## src/rtl/adder_sched_pkg.sv

```systemverilog
// Shared constants and the registered response type for the adder scheduler.
// The response id field is sized for the largest supported requester count.
package adder_sched_pkg;

   localparam int DFLT_NUM_REQ = 4;
   localparam int ADDER_W      = 32;
   localparam int ID_W         = $clog2(DFLT_NUM_REQ);
   localparam int ID_MAX_W     = 3;

   typedef struct packed {
      logic [ADDER_W-1:0]  sum;
      logic                cout;
      logic                ovf;
      logic [ID_MAX_W-1:0] id;
   } resp_t;

   // Two's-complement overflow: like-signed operands producing an opposite-signed sum.
   function automatic logic signed_ovf(input logic a_msb, input logic b_msb, input logic s_msb);
      return (a_msb == b_msb) && (s_msb != a_msb);
   endfunction

endpackage

```

## src/rtl/carry_select_adder.sv

```systemverilog
// 32-bit carry-select adder: each block precomputes sums for carry-in 0 and 1,
// and the rippling block carry only drives the select muxes.
module carry_select_adder #(
   parameter int BLK = 4
) (
   input  logic [31:0] a,
   input  logic [31:0] b,
   input  logic        cin,
   output logic [31:0] sum,
   output logic        cout
);

   localparam int NB = 32 / BLK;

   logic [NB:0] c;

   assign c[0] = cin;

   for (genvar i = 0; i < NB; i++) begin : g_blk
      logic [BLK:0] s0;
      logic [BLK:0] s1;

      assign s0 = {1'b0, a[i*BLK +: BLK]} + {1'b0, b[i*BLK +: BLK]};
      assign s1 = s0 + {{BLK{1'b0}}, 1'b1};

      assign sum[i*BLK +: BLK] = c[i] ? s1[BLK-1:0] : s0[BLK-1:0];
      assign c[i+1]            = c[i] ? s1[BLK]     : s0[BLK];
   end

   assign cout = c[NB];

endmodule

```

## src/rtl/rr_arbiter.sv

```systemverilog
// Combinational round-robin arbiter: the search starts at ptr and wraps modulo N.
// The pointer register lives in the parent so it only advances on a real accept.
module rr_arbiter #(
   parameter int N  = 4,
   parameter int IW = (N > 1) ? $clog2(N) : 1
) (
   input  logic [N-1:0]  req,
   input  logic [IW-1:0] ptr,
   output logic [N-1:0]  gnt,
   output logic [IW-1:0] gnt_id,
   output logic          any
);

   always_comb begin
      int idx;
      idx    = 0;
      gnt    = '0;
      gnt_id = '0;
      any    = 1'b0;
      for (int off = 0; off < N; off++) begin
         idx = int'(ptr) + off;
         if (idx >= N) idx = idx - N;
         if (!any && req[idx]) begin
            any         = 1'b1;
            gnt[idx]    = 1'b1;
            gnt_id      = IW'(idx);
         end
      end
   end

endmodule

```

## src/rtl/adder_scheduler.sv

```systemverilog
// Shares one carry_select_adder among NUM_REQ requesters with round-robin
// arbitration, per-requester saved carries and a one-cycle registered response.
module adder_scheduler
   import adder_sched_pkg::*;
#(
   parameter int NUM_REQ = DFLT_NUM_REQ,
   parameter int WIDTH   = ADDER_W
) (
   input  logic                       clk,
   input  logic                       rst,
   input  logic [NUM_REQ-1:0]         req_valid,
   output logic [NUM_REQ-1:0]         req_ready,
   input  logic [NUM_REQ*WIDTH-1:0]   req_a,
   input  logic [NUM_REQ*WIDTH-1:0]   req_b,
   input  logic [NUM_REQ-1:0]         req_cin,
   input  logic [NUM_REQ-1:0]         req_chain,
   output logic [NUM_REQ-1:0]         resp_valid,
   output logic [$clog2(NUM_REQ)-1:0] resp_id,
   output logic [WIDTH-1:0]           resp_sum,
   output logic                       resp_cout,
   output logic                       resp_ovf,
   output logic [15:0]                ops_count
);

   localparam int RID_W = $clog2(NUM_REQ);

   logic [NUM_REQ-1:0] gnt;
   logic [RID_W-1:0]   gnt_id;
   logic               any;
   logic               accept;

   logic [RID_W-1:0]   ptr_q;
   logic [NUM_REQ-1:0] carry_q;
   resp_t              resp_q;

   logic [WIDTH-1:0]   a_sel;
   logic [WIDTH-1:0]   b_sel;
   logic               cin_sel;
   logic [WIDTH-1:0]   add_sum;
   logic               add_cout;
   logic               add_ovf;

   rr_arbiter #(
      .N  (NUM_REQ),
      .IW (RID_W)
   ) u_arb (
      .req    (req_valid),
      .ptr    (ptr_q),
      .gnt    (gnt),
      .gnt_id (gnt_id),
      .any    (any)
   );

   // Grants are masked during reset so nothing is consumed in a reset cycle.
   assign req_ready = rst ? '0 : gnt;
   assign accept    = any & ~rst;

   // The saved carry is the registered value, so a back-to-back chained accept
   // from the same requester sees the carry written on the previous edge.
   always_comb begin
      a_sel   = req_a[gnt_id*WIDTH +: WIDTH];
      b_sel   = req_b[gnt_id*WIDTH +: WIDTH];
      cin_sel = req_chain[gnt_id] ? carry_q[gnt_id] : req_cin[gnt_id];
   end

   carry_select_adder u_add (
      .a    (a_sel),
      .b    (b_sel),
      .cin  (cin_sel),
      .sum  (add_sum),
      .cout (add_cout)
   );

   assign add_ovf = signed_ovf(a_sel[WIDTH-1], b_sel[WIDTH-1], add_sum[WIDTH-1]);

   always_ff @(posedge clk) begin
      if (rst) begin
         ptr_q      <= '0;
         carry_q    <= '0;
         resp_valid <= '0;
         resp_q     <= '0;
         ops_count  <= '0;
      end else begin
         resp_valid <= '0;
         if (accept) begin
            ptr_q           <= (gnt_id == RID_W'(NUM_REQ - 1)) ? '0 : gnt_id + 1'b1;
            carry_q[gnt_id] <= add_cout;
            resp_valid      <= gnt;
            resp_q.sum      <= add_sum;
            resp_q.cout     <= add_cout;
            resp_q.ovf      <= add_ovf;
            resp_q.id       <= ID_MAX_W'(gnt_id);
            ops_count       <= ops_count + 16'd1;
         end
      end
   end

   assign resp_sum  = resp_q.sum;
   assign resp_cout = resp_q.cout;
   assign resp_ovf  = resp_q.ovf;
   assign resp_id   = RID_W'(resp_q.id);

endmodule

```

## config.mk

```make
export PLATFORM = sky130hd
export DESIGN_NAME = adder_scheduler
export DESIGN_NICKNAME = d
export VERILOG_FILES = /design/src/rtl/adder_sched_pkg.sv /design/src/rtl/carry_select_adder.sv /design/src/rtl/rr_arbiter.sv /design/src/rtl/adder_scheduler.sv
export SDC_FILE = /design/constraint.sdc
export NUM_CORES = 1
export LEC_CHECK = 0
export CORE_MARGIN = 5
export CORE_UTILIZATION = 29
export CTS_CLUSTER_DIAMETER = 80
export DETAILED_ROUTE_END_ITERATION = 8
export PLACE_DENSITY = 0.64
export SYNTH_ARGS = -nofsm -noshare
export SYNTH_HDL_FRONTEND = slang
export SYNTH_HIERARCHICAL = 1
export SYNTH_SLANG_ARGS = --single-unit
```

## constraint.sdc

```tcl
create_clock -name clk -period 9.7 [get_ports clk]
set_input_delay 2.425 -clock clk [delete_from_list [all_inputs] [get_ports clk]]
set_output_delay 2.425 -clock clk [all_outputs]
set_load 0.01 [all_outputs]
```

After elaboration in Yosys (flattened, before gate mapping)
Cells that the tools add are included.

storage, ports and cells
  register bits after elaboration = 62
  output and inout port bits = 60
  logic and storage cells = 135
  bits of input ports = 270

cells by class
  bitwise logic cells = 6
  $lt $le $gt $ge = 14
  multiplexer cells = 64
  shifts and indexed selects = 2
  add/sub/neg operators = 25
  equality and inequality tests = 3
  reduce and logical (&&, ||, !) cells = 13

operator list
  kind                     count
  $shiftx A128 B8 Y32      2
  $ge A32 B1 Y1 const B    4
  $lt A32 B4 Y1 const B    4
  $mux W32                 4
  $ge A32 B4 Y1 const B    3
  $sub A32 B4 Y32 const B  3
  $mux W4                  13
  $add A4 B4 Y5            8
  $add A5 B1 Y5 const B    8
  $mux W1                  29
  $add A16 B1 Y16 const B  1
  $bmux W1 S2              7
  $or A4 B4 Y4             3
  $demux W1 S2             5
  $mux W2                  5
  $logic_and A1 B1 Y1      9
  $add A2 B2 Y3 const B    2
  $bwmux W4                1
  $sub A2 B3 Y4 const B    1
  $add A2 B1 Y3 const B    1
  $ge A2 B3 Y1 const B     1
  $logic_not A1 Y1         3
  $lt A2 B3 Y1 const B     1
  $add A2 B1 Y2 const B    1
  7 further kinds          8

Longest topological paths before layout
Gate-level depths: netlist (run 1).

  depth in word-level cells = 28
  gate-level depth with buffers = 30
  gate-level depth less buffers = 25

Hierarchy
Netlist (run 1), hierarchy kept.

modules (own cells, without submodules)
  module              seq. area each (um^2)  area an instance (um^2)  instances  cells each
  adder_scheduler     1241.2                 3980.1                   1          334
  carry_select_adder  0.0                    1868.0                   1          211
  rr_arbiter          0.0                    460.4                    1          48

Least setup slack after synthesis (run 1)
OpenSTA, ideal clock, no wires.

  kind = input to register
  from = input port req_valid[2]
  to = register resp_q, in the netlist resp_ovf
  arrival time = 8.974 ns
  buffers on the path = 4
  stages = 25
  path slack = 0.638 ns
  library setup time = 0.088 ns
  data required time = 9.612 ns
  cells stage by stage = mux4_1 clkbuf_1 o31ai_1 buf_6 buf_2 buf_2 mux4_2 ha_1 fa_1 ha_1 a21oi_1 nor2b_1 o311ai_1 a41oi_1 a21oi_2 nor3b_1 a211oi_4 nand4_2 mux2_4 mux2i_4 mux2i_1 xnor2_1 inv_1 or3_1 a311oi_2

between the ends
  longest elaborated chain between the ends = 26
  elaborated cells between the ends (all ways) = 63
  those cells by class = 16 x add/sub; 2 x eq/ne; 2 x shift; 35 x mux; 1 x bitwise; 7 x reduce/logical

ends and longest elaborated chain
  element                                      line                      text
  from (decl)                                  adder_scheduler.sv:11     input logic [NUM_REQ-1:0] req_valid,
  $bmux W1 S2                                  rr_arbiter.sv:23          if (!any && req[idx]) begin
  $mux W1 (implied by the code) (2 in series)  rr_arbiter.sv:23
  $mux W1                                      rr_arbiter.sv:23
  $logic_not A1 Y1                             rr_arbiter.sv:23
  $logic_and A1 B1 Y1                          rr_arbiter.sv:23
  $mux W1                                      rr_arbiter.sv:23
  $logic_not A1 Y1                             rr_arbiter.sv:23
  $logic_and A1 B1 Y1                          rr_arbiter.sv:23
  [4 not listed]                               --
  via gnt_id[0]                                adder_scheduler.sv:28     logic [RID_W-1:0] gnt_id;
  [1 not listed]                               --
  via a_sel[0]                                 adder_scheduler.sv:36     logic [WIDTH-1:0] a_sel;
  $add A4 B4 Y5 *                              carry_select_adder.sv:23  assign s0 = {1'b0, a[i*BLK +: BLK]} + {1'b0, b[i*BLK +: BLK]};
  $add A5 B1 Y5                                carry_select_adder.sv:24  assign s1 = s0 + {{BLK{1'b0}}, 1'b1};
  $mux W1 * (7 in series)                      carry_select_adder.sv:27  assign c[i+1] = c[i] ? s1[BLK] : s0[BLK];
  $mux W4 *                                    carry_select_adder.sv:26  assign sum[i*BLK +: BLK] = c[i] ? s1[BLK-1:0] : s0[BLK-1:0];
  via add_sum[31]                              adder_scheduler.sv:39     logic [WIDTH-1:0] add_sum;
  $ne A1 B1 Y1 *                               adder_sched_pkg.sv:19     return (a_msb == b_msb) && (s_msb != a_msb);
  $logic_and A1 B1 Y1 *                        adder_sched_pkg.sv:19
  to (decl)                                    adder_scheduler.sv:34     resp_t resp_q;

The timed path passes the listed nets; every way through them passes the cells marked *. The select of a mux whose other input is x is not followed.
A chain may end at the register's enable or synchronous reset.

Worst setup path after layout (run 1)
  from = input port req_valid[3]
  to = register resp_q, in the netlist resp_ovf

between the ends
  longest elaborated chain between the ends = 26
  elaborated cells between the ends (all ways) = 63
  those cells by class = 16 x add/sub; 2 x eq/ne; 2 x shift; 35 x mux; 1 x bitwise; 7 x reduce/logical

ends and longest elaborated chain
  element                                      line                      text
  $bmux W1 S2                                  rr_arbiter.sv:23
  $mux W1 (implied by the code) (2 in series)  rr_arbiter.sv:23
  $mux W1                                      rr_arbiter.sv:23
  $logic_not A1 Y1                             rr_arbiter.sv:23
  $logic_and A1 B1 Y1                          rr_arbiter.sv:23
  $mux W1                                      rr_arbiter.sv:23
  $logic_not A1 Y1                             rr_arbiter.sv:23
  $logic_and A1 B1 Y1                          rr_arbiter.sv:23
  [4 not listed]                               --
  via gnt_id[0]                                adder_scheduler.sv:28
  [1 not listed]                               --
  via b_sel[1]                                 adder_scheduler.sv:37     logic [WIDTH-1:0] b_sel;
  $add A4 B4 Y5 *                              carry_select_adder.sv:23
  $add A5 B1 Y5                                carry_select_adder.sv:24
  $mux W1 * (7 in series)                      carry_select_adder.sv:27
  $mux W4 *                                    carry_select_adder.sv:26
  via add_sum[31]                              adder_scheduler.sv:39
  $ne A1 B1 Y1 *                               adder_sched_pkg.sv:19
  $logic_and A1 B1 Y1 *                        adder_sched_pkg.sv:19

Marked as above.

==> results of run 1 <==
[metal layers]
layer	GRT usage (%)	vias to the layer above	share of wire, %	wire length, um
met3	3.519	12	7.5	1688
met5	0	-	0	0
met1	22.44	2848	43	9777
met2	28.35	190	48	10900
li1	-	2905	-	-
met4	3.810	0	0.90	203
[cells in the mapped netlist (all sizes together), types with 5 or more instances]
| library cell | number | area, um^2 |
|---|---|---|
| and2 | 5 | 31.28 |
| a21oi | 24 | 123.9 |
| a21o | 18 | 135.1 |
| mux2i | 49 | 503.0 |
| nor3 | 6 | 30.03 |
| nor2 | 66 | 247.7 |
| buf | 20 | 112.6 |
| nand3 | 13 | 65.06 |
| o21ai | 6 | 30.03 |
| a22oi | 8 | 60.06 |
| nor2b | 7 | 43.79 |
| nand2 | 29 | 108.9 |
| fa | 8 | 160.2 |
| xor2 | 22 | 192.7 |
| mux2 | 12 | 142.6 |
| inv | 13 | 48.80 |
| xnor2 | 34 | 297.8 |
| nand4 | 14 | 93.84 |
| dfxtp | 62 | 1241 |
| mux4 | 69 | 1565 |
| clkbuf | 12 | 45.04 |
| ha | 53 | 663.1 |
[through the flow]
step                      setup slack, ns  utilization (%)  setup TNS [ns]
final                              0.4247            47.39               0
after global routing              0.01575            47.39               0
after CTS                          0.3342            47.26               0
after detailed placement        -0.005537            45.93       -0.005537
after global placement             0.1683            45.93               0
after floorplan                    0.6379                -               0
[repair_timing]
| action | in CTS | in global routing |
|---|---|---|
| hold endpoints to repair | 0 | 0 |
| buffers inserted | 0 | 2 |
| endpoints found under the setup margin | 0 | 1 |
| gates resized for setup | 0 | 0 |
[worst min-delay path by stage]
| stage | end | from | depth (start not counted) | slack [ns] |
|---|---|---|---|---|
| 2_1_floorplan | carry_q[0] | carry_q[0] | 2 | 0.44 |
| 3_3_place_gp | carry_q[0] | carry_q[0] | 2 | 0.45 |
| 3_5_place_dp | carry_q[0] | carry_q[0] | 2 | 0.46 |
| 4_1_cts | carry_q[0] | carry_q[0] | 2 | 0.47 |
| 5_1_grt | carry_q[1] | carry_q[1] | 2 | 0.49 |
| 6_report | carry_q[0] | carry_q[0] | 2 | 0.46 |
[tightest hold or removal path, cell delays in order, from the launching register on]
cell and delay [ns]:
dfxtp_1 0.31, nand2_1 0.06, a21oi_1 0.05
[state kept, by name (all words and copies together), names as in the netlist]
name / cells
ops_count: 16
resp_cout: 1
resp_sum: 32
resp_ovf: 1
resp_id: 2
carry_q: 4
ptr_q: 2
resp_valid: 4
[cell families after synthesis]
logic type	count (synthesis)	synth area share, %
muxes	130	35.05
buffers and inverters	45	3.273
AOI/OAI and AO/OA	74	8.251
xor gates and xnor gates	56	7.775
adders and majority gates	61	13.05
DFF	62	19.67
and+or+nand+nor	165	12.93
[final cells by class]
class | instances | area [um^2]
fill | 2048 | 11370
multi-input combinational | 486 | 4893
timing repair buffer | 342 | 3423
sequential | 62 | 1241
tap | 280 | 350.3
clock buffer | 10 | 239.0
clock inverter | 5 | 50.05
inverter | 13 | 48.80
==> reports/qor.txt, run 1 <==
Buffers & Inverters on Critical Path: 4
Top-Level Pins: 330
Main synth FF type: dfxtp_1
Clock Skews: 0.005099 ns
GRT Total Usage: 16.89%
vias per cell: 4.971
Maximum Capacitance Violations: 0
final hold viol count: 0
Finished Layout Cells: 1198
WP data required: 9.95 ns
critical-path maximum fanout: 19
R2R cell count: 26
Site Rows: 54
hold crit path type: flip-flop to flip-flop
placed cell areas: 9930 um^2
Synth Instances: 593
drt pass-1 iters: 4
CTS tree: done
FMAX: 107.8 MHz
Die ar.: 24800 um^2
port buffer count: 329
vias: 5955
# setup viols final: 0
clock sink count: 62
Cells after DPL: 1181
CTS Hold Bufs: 0
synth warn: 6
register area share after synthesis: 19.67%
htree depth: 3
number of flops mapped to enable cells by yosys: 0
core area: 21620 um^2
Initial DRC Count: 227
layout cell share with drive strength beyond 1: 13.07%
status: completed
Reg2Reg Launch Point: ptr_q[0]
DRC Markers: 0
WP depth: 25
Root Buffer: clkbuf_16
R2R Path End: resp_ovf
Crit path top cell by count: buf_12
Netlist cell types: 56
Die H: 157.5 um
GRT Residual Overflow: 0
first-pass GRT wire length: 32.66 mm
# nets final: 1245
final WL: 22.57 mm
CTS buffer count: 9
Worst setup SP type: primary input
Detail Route Antenna Nets: 0
ant diodes: 0
gpl congestion: 0.8161
Worst Setup SP: req_valid[3]
Worst-Skew Late Latency: 0.33 ns
P&R area growth vs syn: 62.42%
FFs w/ async S/R, synth: 0%
pin count of the biggest net entering global routing: 65
Crit path max-delay family: compound AO/OA/AOI/OAI gates
antenna violations before repair: 0
FF+latch count, synth: 62
final instance area: 10250 um^2
most common cell after layout, fill and taps aside: clkdlybuf4s50_1
Net Count, Synth: 924
drt wl/cell: 18.84 um
Crit Path Class: primary input to flip-flop
Initial Util: 29.18%
CP max stage cell: mux4_1
clk buf depth: 2
Final Max Slew Viols: 0
Worst Setup End Kind: flip-flop
hold_ws: 0.4643 ns
synthesized cell area: 6309 um^2
RSZ-0062 raised after global routing: no
commonest cells after routing, fill and taps aside: 328 x clkdlybuf4s50_1, 66 x mux4_2, 66 x nor2_1, 62 x dfxtp_1, 53 x ha_1
Worst EP arrival: 9.52 ns
Slew @ Worst Pin: 0.9335 ns
die width: 157.5 um
r2r setup slk: 1.82 ns
min cycle time layout: 9.275 ns
clock slew at reported path FFs: 0.06 ns
vias in the first global route: 5875
max_slew headroom: 37.76%
post-DP HPWL: 18.92 mm
Worst path max stage delay: 0.64 ns
Worst Setup EP: resp_ovf
syn_area_per_cell: 10.64 um^2
final period utilization: 95.62%
Power of run 1 is not shown: default switching activity piles up to over one toggle a cycle in this logic, so the estimate is an artifact.
==> inputs of run 2 (changes only) <==
--- a/config.mk
+++ b/config.mk
@@ -7,6 +7,7 @@
 export LEC_CHECK = 0
 export CORE_MARGIN = 5
 export CORE_UTILIZATION = 29
+export CTS_BUF_LIST = sky130_fd_sc_hd__clkbuf_8
 export CTS_CLUSTER_DIAMETER = 80
 export DETAILED_ROUTE_END_ITERATION = 8
 export PLACE_DENSITY = 0.64
==> run 2 against run 1 <==
Against the previous run: die area unchanged; non-clock buffer count unchanged; sequential share of layout area up 0.12 points; register-to-register slack about the same; cell count unchanged; critical endpoint unchanged; maximum frequency up 0.19%; design area down 0.99%; worst hold slack about the same; sequential cell count unchanged; clock skew up 0.0069 ns; global-route usage about the same; wire length about the same.
==> reports/qor.txt, run 2 (synthesis results as in run 1) <==
status: completed
final WL: 22.57 mm (about the same)
hold crit path type: flip-flop to flip-flop
htree depth: 3 (unchanged)
# setup viols final: 0 (unchanged)
Initial Util: 29.18% (unchanged)
pin count of the biggest net entering global routing: 65 (unchanged)
Worst path max stage delay: 0.64 ns (about the same)
critical-path maximum fanout: 19 (unchanged)
Die ar.: 24800 um^2 (unchanged)
Worst Setup End Kind: flip-flop
first-pass GRT wire length: 32.68 mm (about the same)
gpl congestion: 0.8161 (unchanged)
CTS tree: done
P&R area growth vs syn: 60.81%
hold_ws: 0.4644 ns (+0.00008500 ns)
Worst-Skew Late Latency: 0.36 ns (+0.03 ns)
post-DP HPWL: 18.92 mm (unchanged)
Final Max Slew Viols: 0 (unchanged)
port buffer count: 329 (unchanged)
commonest cells after routing, fill and taps aside: 328 x clkdlybuf4s50_1, 66 x mux4_2, 66 x nor2_1, 62 x dfxtp_1, 53 x ha_1
Site Rows: 54 (unchanged)
Clock Skews: 0.01198 ns (+0.006878 ns)
WP data required: 9.97 ns (+0.02 ns)
vias per cell: 4.952 (-0.37%)
Crit path max-delay family: compound AO/OA/AOI/OAI gates
# nets final: 1245 (unchanged)
core area: 21620 um^2 (unchanged)
GRT Residual Overflow: 0 (unchanged)
placed cell areas: 9930 um^2 (unchanged)
Die H: 157.5 um (unchanged)
die width: 157.5 um (unchanged)
post-layout util: 46.92% (-0.47 points)
clock slew at reported path FFs: 0.08 ns (+0.02 ns)
setup repair bufs after CTS: 0 (unchanged)
antenna violations before repair: 0 (unchanged)
Crit Path Class: primary input to flip-flop
Detail Route Antenna Nets: 0 (unchanged)
clk buf depth: 2 (unchanged)
most common cell after layout, fill and taps aside: clkdlybuf4s50_1
vias in the first global route: 5891 (+0.27%)
Worst setup SP type: primary input
DRC Markers: 0 (unchanged)
layout cell share with drive strength beyond 1: 13.07% (unchanged)
r2r setup slk: 1.82 ns (about the same)
final hold viol count: 0 (unchanged)
Root Buffer: clkbuf_8
vias: 5933 (-0.37%)
Worst EP arrival: 9.53 ns (about the same)
ant diodes: 0 (unchanged)
Crit path top cell by count: buf_12
final period utilization: 95.44% (-0.18 points)
Top-Level Pins: 330 (unchanged)
CP max stage cell: mux4_1
Initial DRC Count: 245 (+7.9%)
setup TNS: 0 ns (unchanged)
drt wl/cell: 18.84 um (about the same)
max reg flops: 32 (unchanged)
clock sink count: 62 (unchanged)
min cycle time layout: 9.257 ns (-0.01789 ns)
FMAX: 108.0 MHz (+0.19%)
CTS Hold Bufs: 0 (unchanged)
final instance area: 10140 um^2 (-0.99%)
CTS resizes: 0 (unchanged)
CTS buffer count: 9 (unchanged)
Buffers & Inverters on Critical Path: 4 (unchanged)
Slew @ Worst Pin: 0.9349 ns (+0.001389 ns)
drt pass-1 iters: 4 (unchanged)
GRT Total Usage: 16.93% (+0.046 points)
RSZ-0062 raised after global routing: no
Maximum Capacitance Violations: 0 (unchanged)
max_slew headroom: 37.67% (-0.093 points)
run 2: cell counts in the layout (fill, tap and decap cells not counted):
No cell type changed its count.
run 2: through the flow:
stage          instances  setup slack (ns)
2_1_floorplan        593            0.6379
3_3_place_gp        1181            0.1683
3_5_place_dp        1181         -0.005537
4_1_cts             1196            0.3721
5_1_grt             1198           0.05203
6_report            1198            0.4426
run 2: path summary, 6_finish.rpt:
path / cells after the start / endpoint / startpoint
setup reg to reg: 26 / resp_ovf / ptr_q[0]
setup / recovery: 25 / resp_ovf / req_valid[3]
hold / removal: 2 / carry_q[0] / carry_q[0]
hold reg to reg: 2 / carry_q[0] / carry_q[0]
run 2: area by class of cell:
cell class	instances	area, um^2
Multi-Input combinational cell	486	4893
Clock inverter	5	50.05
Clock buffer	10	137.6
Tap cell	280	350.3
Timing Repair Buffer	342	3423
Sequential cell	62	1241
Inverter	13	48.80
Fill cell	2060	11480
run 2: layer usage:
| metal | wire, um | part of all wire [%] | GRT usage (%) |
|---|---|---|---|
| met2 | 11000 | 49 | 28.29 |
| met5 | 0 | 0 | 0 |
| met4 | 190 | 0.84 | 4.056 |
| met1 | 9740 | 43 | 22.53 |
| met3 | 1637 | 7.3 | 3.519 |
run 2: worst register-to-register path, delay by kind of cell, from the launching register on:
| kind | cells | cell delay [ns] |
|---|---|---|
| xor gates and xnor gates | 1 | 0.16 |
| adders and majority gates | 3 | 1.23 |
| DFF | 1 | 0.75 |
| muxes | 5 | 1.89 |
| AOI/OAI and AO/OA | 8 | 2.06 |
| buffers and inverters | 4 | 0.65 |
| and+or+nand+nor | 5 | 1.06 |
Power of run 2 is left out for the same reason.
==> inputs of run 3 (changes only) <==
--- a/config.mk
+++ b/config.mk
@@ -5,12 +5,13 @@
 export SDC_FILE = /design/constraint.sdc
 export NUM_CORES = 1
 export LEC_CHECK = 0
+export ABC_AREA = 1
 export CORE_MARGIN = 5
 export CORE_UTILIZATION = 29
 export CTS_BUF_LIST = sky130_fd_sc_hd__clkbuf_8
 export CTS_CLUSTER_DIAMETER = 80
 export DETAILED_ROUTE_END_ITERATION = 8
-export PLACE_DENSITY = 0.64
+export PLACE_DENSITY = 0.63
 export SYNTH_ARGS = -nofsm -noshare
 export SYNTH_HDL_FRONTEND = slang
 export SYNTH_HIERARCHICAL = 1
==> run 3 against run 2 <==
Against the previous run: sequential share of layout area fell by 0.35 points; non-clock buffer count fell by 6; cell count rose by 39%; die area rose by 6.6%; register-to-register slack improved by 1.4 ns; maximum frequency rose by 17%; global-route usage rose by 3.0 points; utilization fell by 1.1 points; first-iteration DRC count rose by 110%; wire length rose by 23%; largest cell class unchanged; highest routed layer unchanged.
==> reports/qor.txt, run 3 <==
clk buf depth: 2 (unchanged)
pin count of the biggest net entering global routing: 69 (+6.2%)
Main synth FF type: dfxtp_1
Worst Setup SP: req_valid[1]
Crit path top cell by count: nand2_4
leading cell types by count after synthesis: 226 x nor2_1, 124 x nand2_1, 112 x o21ai_0, 69 x nand3_1
# nets final: 1679 (+35%)
most common cell after layout, fill and taps aside: clkdlybuf4s50_1
antenna violations before repair: 3 (+3)
hold_ws: 0.4710 ns (+0.006581 ns)
CTS resizes: 0 (unchanged)
Die ar.: 26450 um^2 (+6.6%)
vias: 8182 (+38%)
Final Max Slew Viols: 0 (unchanged)
Site Rows: 55 (+1.9%)
min cycle time layout: 7.925 ns (-1.332 ns)
Slew @ Worst Pin: 0.9778 ns (+0.04291 ns)
final instance area: 10440 um^2 (+2.9%)
R2R cell count: 35 (+35%)
r2r setup slk: 3.26 ns (+1.44 ns)
FF+latch count, synth: 62 (unchanged)
core area: 22780 um^2 (+5.4%)
Initial Util: 29.66% (+0.48 points)
vias per cell: 4.905 (-0.95%)
vias in the first global route: 7876 (+34%)
CTS Hold Bufs: 0 (unchanged)
# setup viols final: 0 (unchanged)
CP max stage cell: inv_4
R2R Path End: resp_ovf
final WL: 27.72 mm (+23%)
Yosys top cell area share: 18.37% (-5.2 points)
commonest cells after routing, fill and taps aside: 329 x clkdlybuf4s50_1, 226 x nor2_1, 124 x nand2_1, 112 x o21ai_0, 67 x nand3_1
GRT Residual Overflow: 0 (unchanged)
Net Count, Synth: 1389 (+50%)
Crit Path Class: primary input to flip-flop
Worst setup SP type: primary input
layout cell share with drive strength beyond 1: 5.621% (-7.5 points)
hold crit path type: flip-flop to flip-flop
CTS buffer count: 9 (unchanged)
final hold viol count: 0 (unchanged)
Worst Setup EP: resp_ovf
drt pass-1 iters: 5 (+1)
clock sink count: 62 (unchanged)
Initial DRC Count: 515 (+110%)
setup TNS: 0 ns (unchanged)
clock slew at reported path FFs: 0.07 ns (about the same)
final worst slack: 1.775 ns (+1.332 ns)
Worst Setup End Kind: flip-flop
Root Buffer: clkbuf_8
max reg flops: 32 (unchanged)
register area share after synthesis: 18.37% (-1.3 points)
Worst-Skew Late Latency: 0.34 ns (-0.02 ns)
drt wl/cell: 16.62 um (-12%)
most numerous cell in the Yosys netlist: nor2_1
dpl ws: 1.393 ns (+1.399 ns)
status: completed
Die H: 162.6 um (+3.3%)
CTS tree: done
gpl congestion: 0.8720 (+6.8%)
htree depth: 3 (unchanged)
Worst EP arrival: 8.18 ns (-1.35 ns)
Synth Instances: 1058 (+78%)
final period utilization: 81.70% (-14 points)
DRC Markers: 0 (unchanged)
Worst path max stage delay: 0.81 ns (+0.17 ns)
critical-path maximum fanout: 67 (+48)
Top-Level Pins: 330 (unchanged)
syn_area_per_cell: 6.386 um^2 (-40%)
WP data required: 9.95 ns (-0.02 ns)
Netlist cell types: 43 (-23%)
P&R area growth vs syn: 54.54%
die width: 162.6 um (+3.3%)
placed cell areas: 10240 um^2 (+3.2%)
cell accounting for the most synthesized area: dfxtp_1
setup repair bufs after CTS: 0 (unchanged)
max_slew headroom: 34.41% (-3.3 points)
most area-consuming cells after synthesis: dfxtp_1 18%, nor2_1 13%, ha_1 9.8%, o21ai_0 8.3%, nand2_1 6.9%
Detail Route Antenna Nets: 0 (unchanged)
Clock Skews: 0.01456 ns (+0.002584 ns)
FFs w/ async S/R, synth: 0% (unchanged)
synth warn: 6 (unchanged)
RSZ-0062 raised after global routing: no
port buffer count: 329 (unchanged)
synthesized cell area: 6756 um^2 (+7.1%)
GRT Total Usage: 19.96% (+3.0 points)
number of flops mapped to enable cells by yosys: 0 (unchanged)
post-DP HPWL: 22.74 mm (+20%)
Maximum Capacitance Violations: 0 (unchanged)
first-pass GRT wire length: 42.56 mm (+30%)
FMAX: 126.2 MHz (+17%)
Reg2Reg Launch Point: ptr_q[0]
run 3: kinds of logic (layout without fill, tap and decap cells):
| group | after synthesis | after routing | share of synthesized area (%) |
|---|---|---|---|
| muxes | 3 | 3 | 0.5000 |
| DFF | 62 | 62 | 18.37 |
| adders and majority gates | 61 | 61 | 12.19 |
| buffers and inverters | 127 | 421 | 7.870 |
| and+or+nand+nor | 480 | 480 | 32.96 |
| other | 0 | 3 | 0 |
| AOI/OAI and AO/OA | 286 | 286 | 23.06 |
| xor gates and xnor gates | 39 | 39 | 5.056 |
run 3: worst max-delay path: cells and delay by family:
kind / cells / cell delay [ns]
adder cells (fa/ha/maj): 3 / 0.92
AND/OR/NAND/NOR: 24 / 2.71
AO/OA/AOI/OAI: 4 / 0.66
buffers and inverters: 4 / 1.43
run 3: metrics by stage:
step | utilization (%) | instances
detailed placement | 44.98 | 1650
CTS | 45.81 | 1665
global placement | 44.98 | 1650
global route | 45.84 | 1668
floorplan | - | 1058
finish | 45.84 | 1668
run 3: worst min path at each step:
| stage | start | to | cells after the start |
|---|---|---|---|
| after floorplan | carry_q[0] | carry_q[0] | 2 |
| after global placement | carry_q[0] | carry_q[0] | 2 |
| after detailed placement | carry_q[0] | carry_q[0] | 2 |
| after CTS | carry_q[0] | carry_q[0] | 2 |
| after global routing | carry_q[2] | carry_q[2] | 2 |
| final | carry_q[0] | carry_q[0] | 2 |
run 3: area by class of cell:
cell class / count / area [um^2]
multi-input combinational: 869 / 5001
clock buffer: 10 / 137.6
sequential: 62 / 1241
tap: 313 / 391.6
inverter: 70 / 265.3
antenna: 3 / 7.507
fill: 2412 / 12340
timing repair buffer: 336 / 3346
clock inverter: 5 / 51.30
run 3: routing by layer:
layer / vias up / GRT usage [%] / wire length (um)
li1: 4180 / - / -
met1: 3729 / 25.05 / 11900
met2: 254 / 34.79 / 13640
met3: 19 / 4.480 / 1807
met4: 0 / 4.804 / 380
met5: - / 0 / 0
Power of run 3 is left out for the same reason.
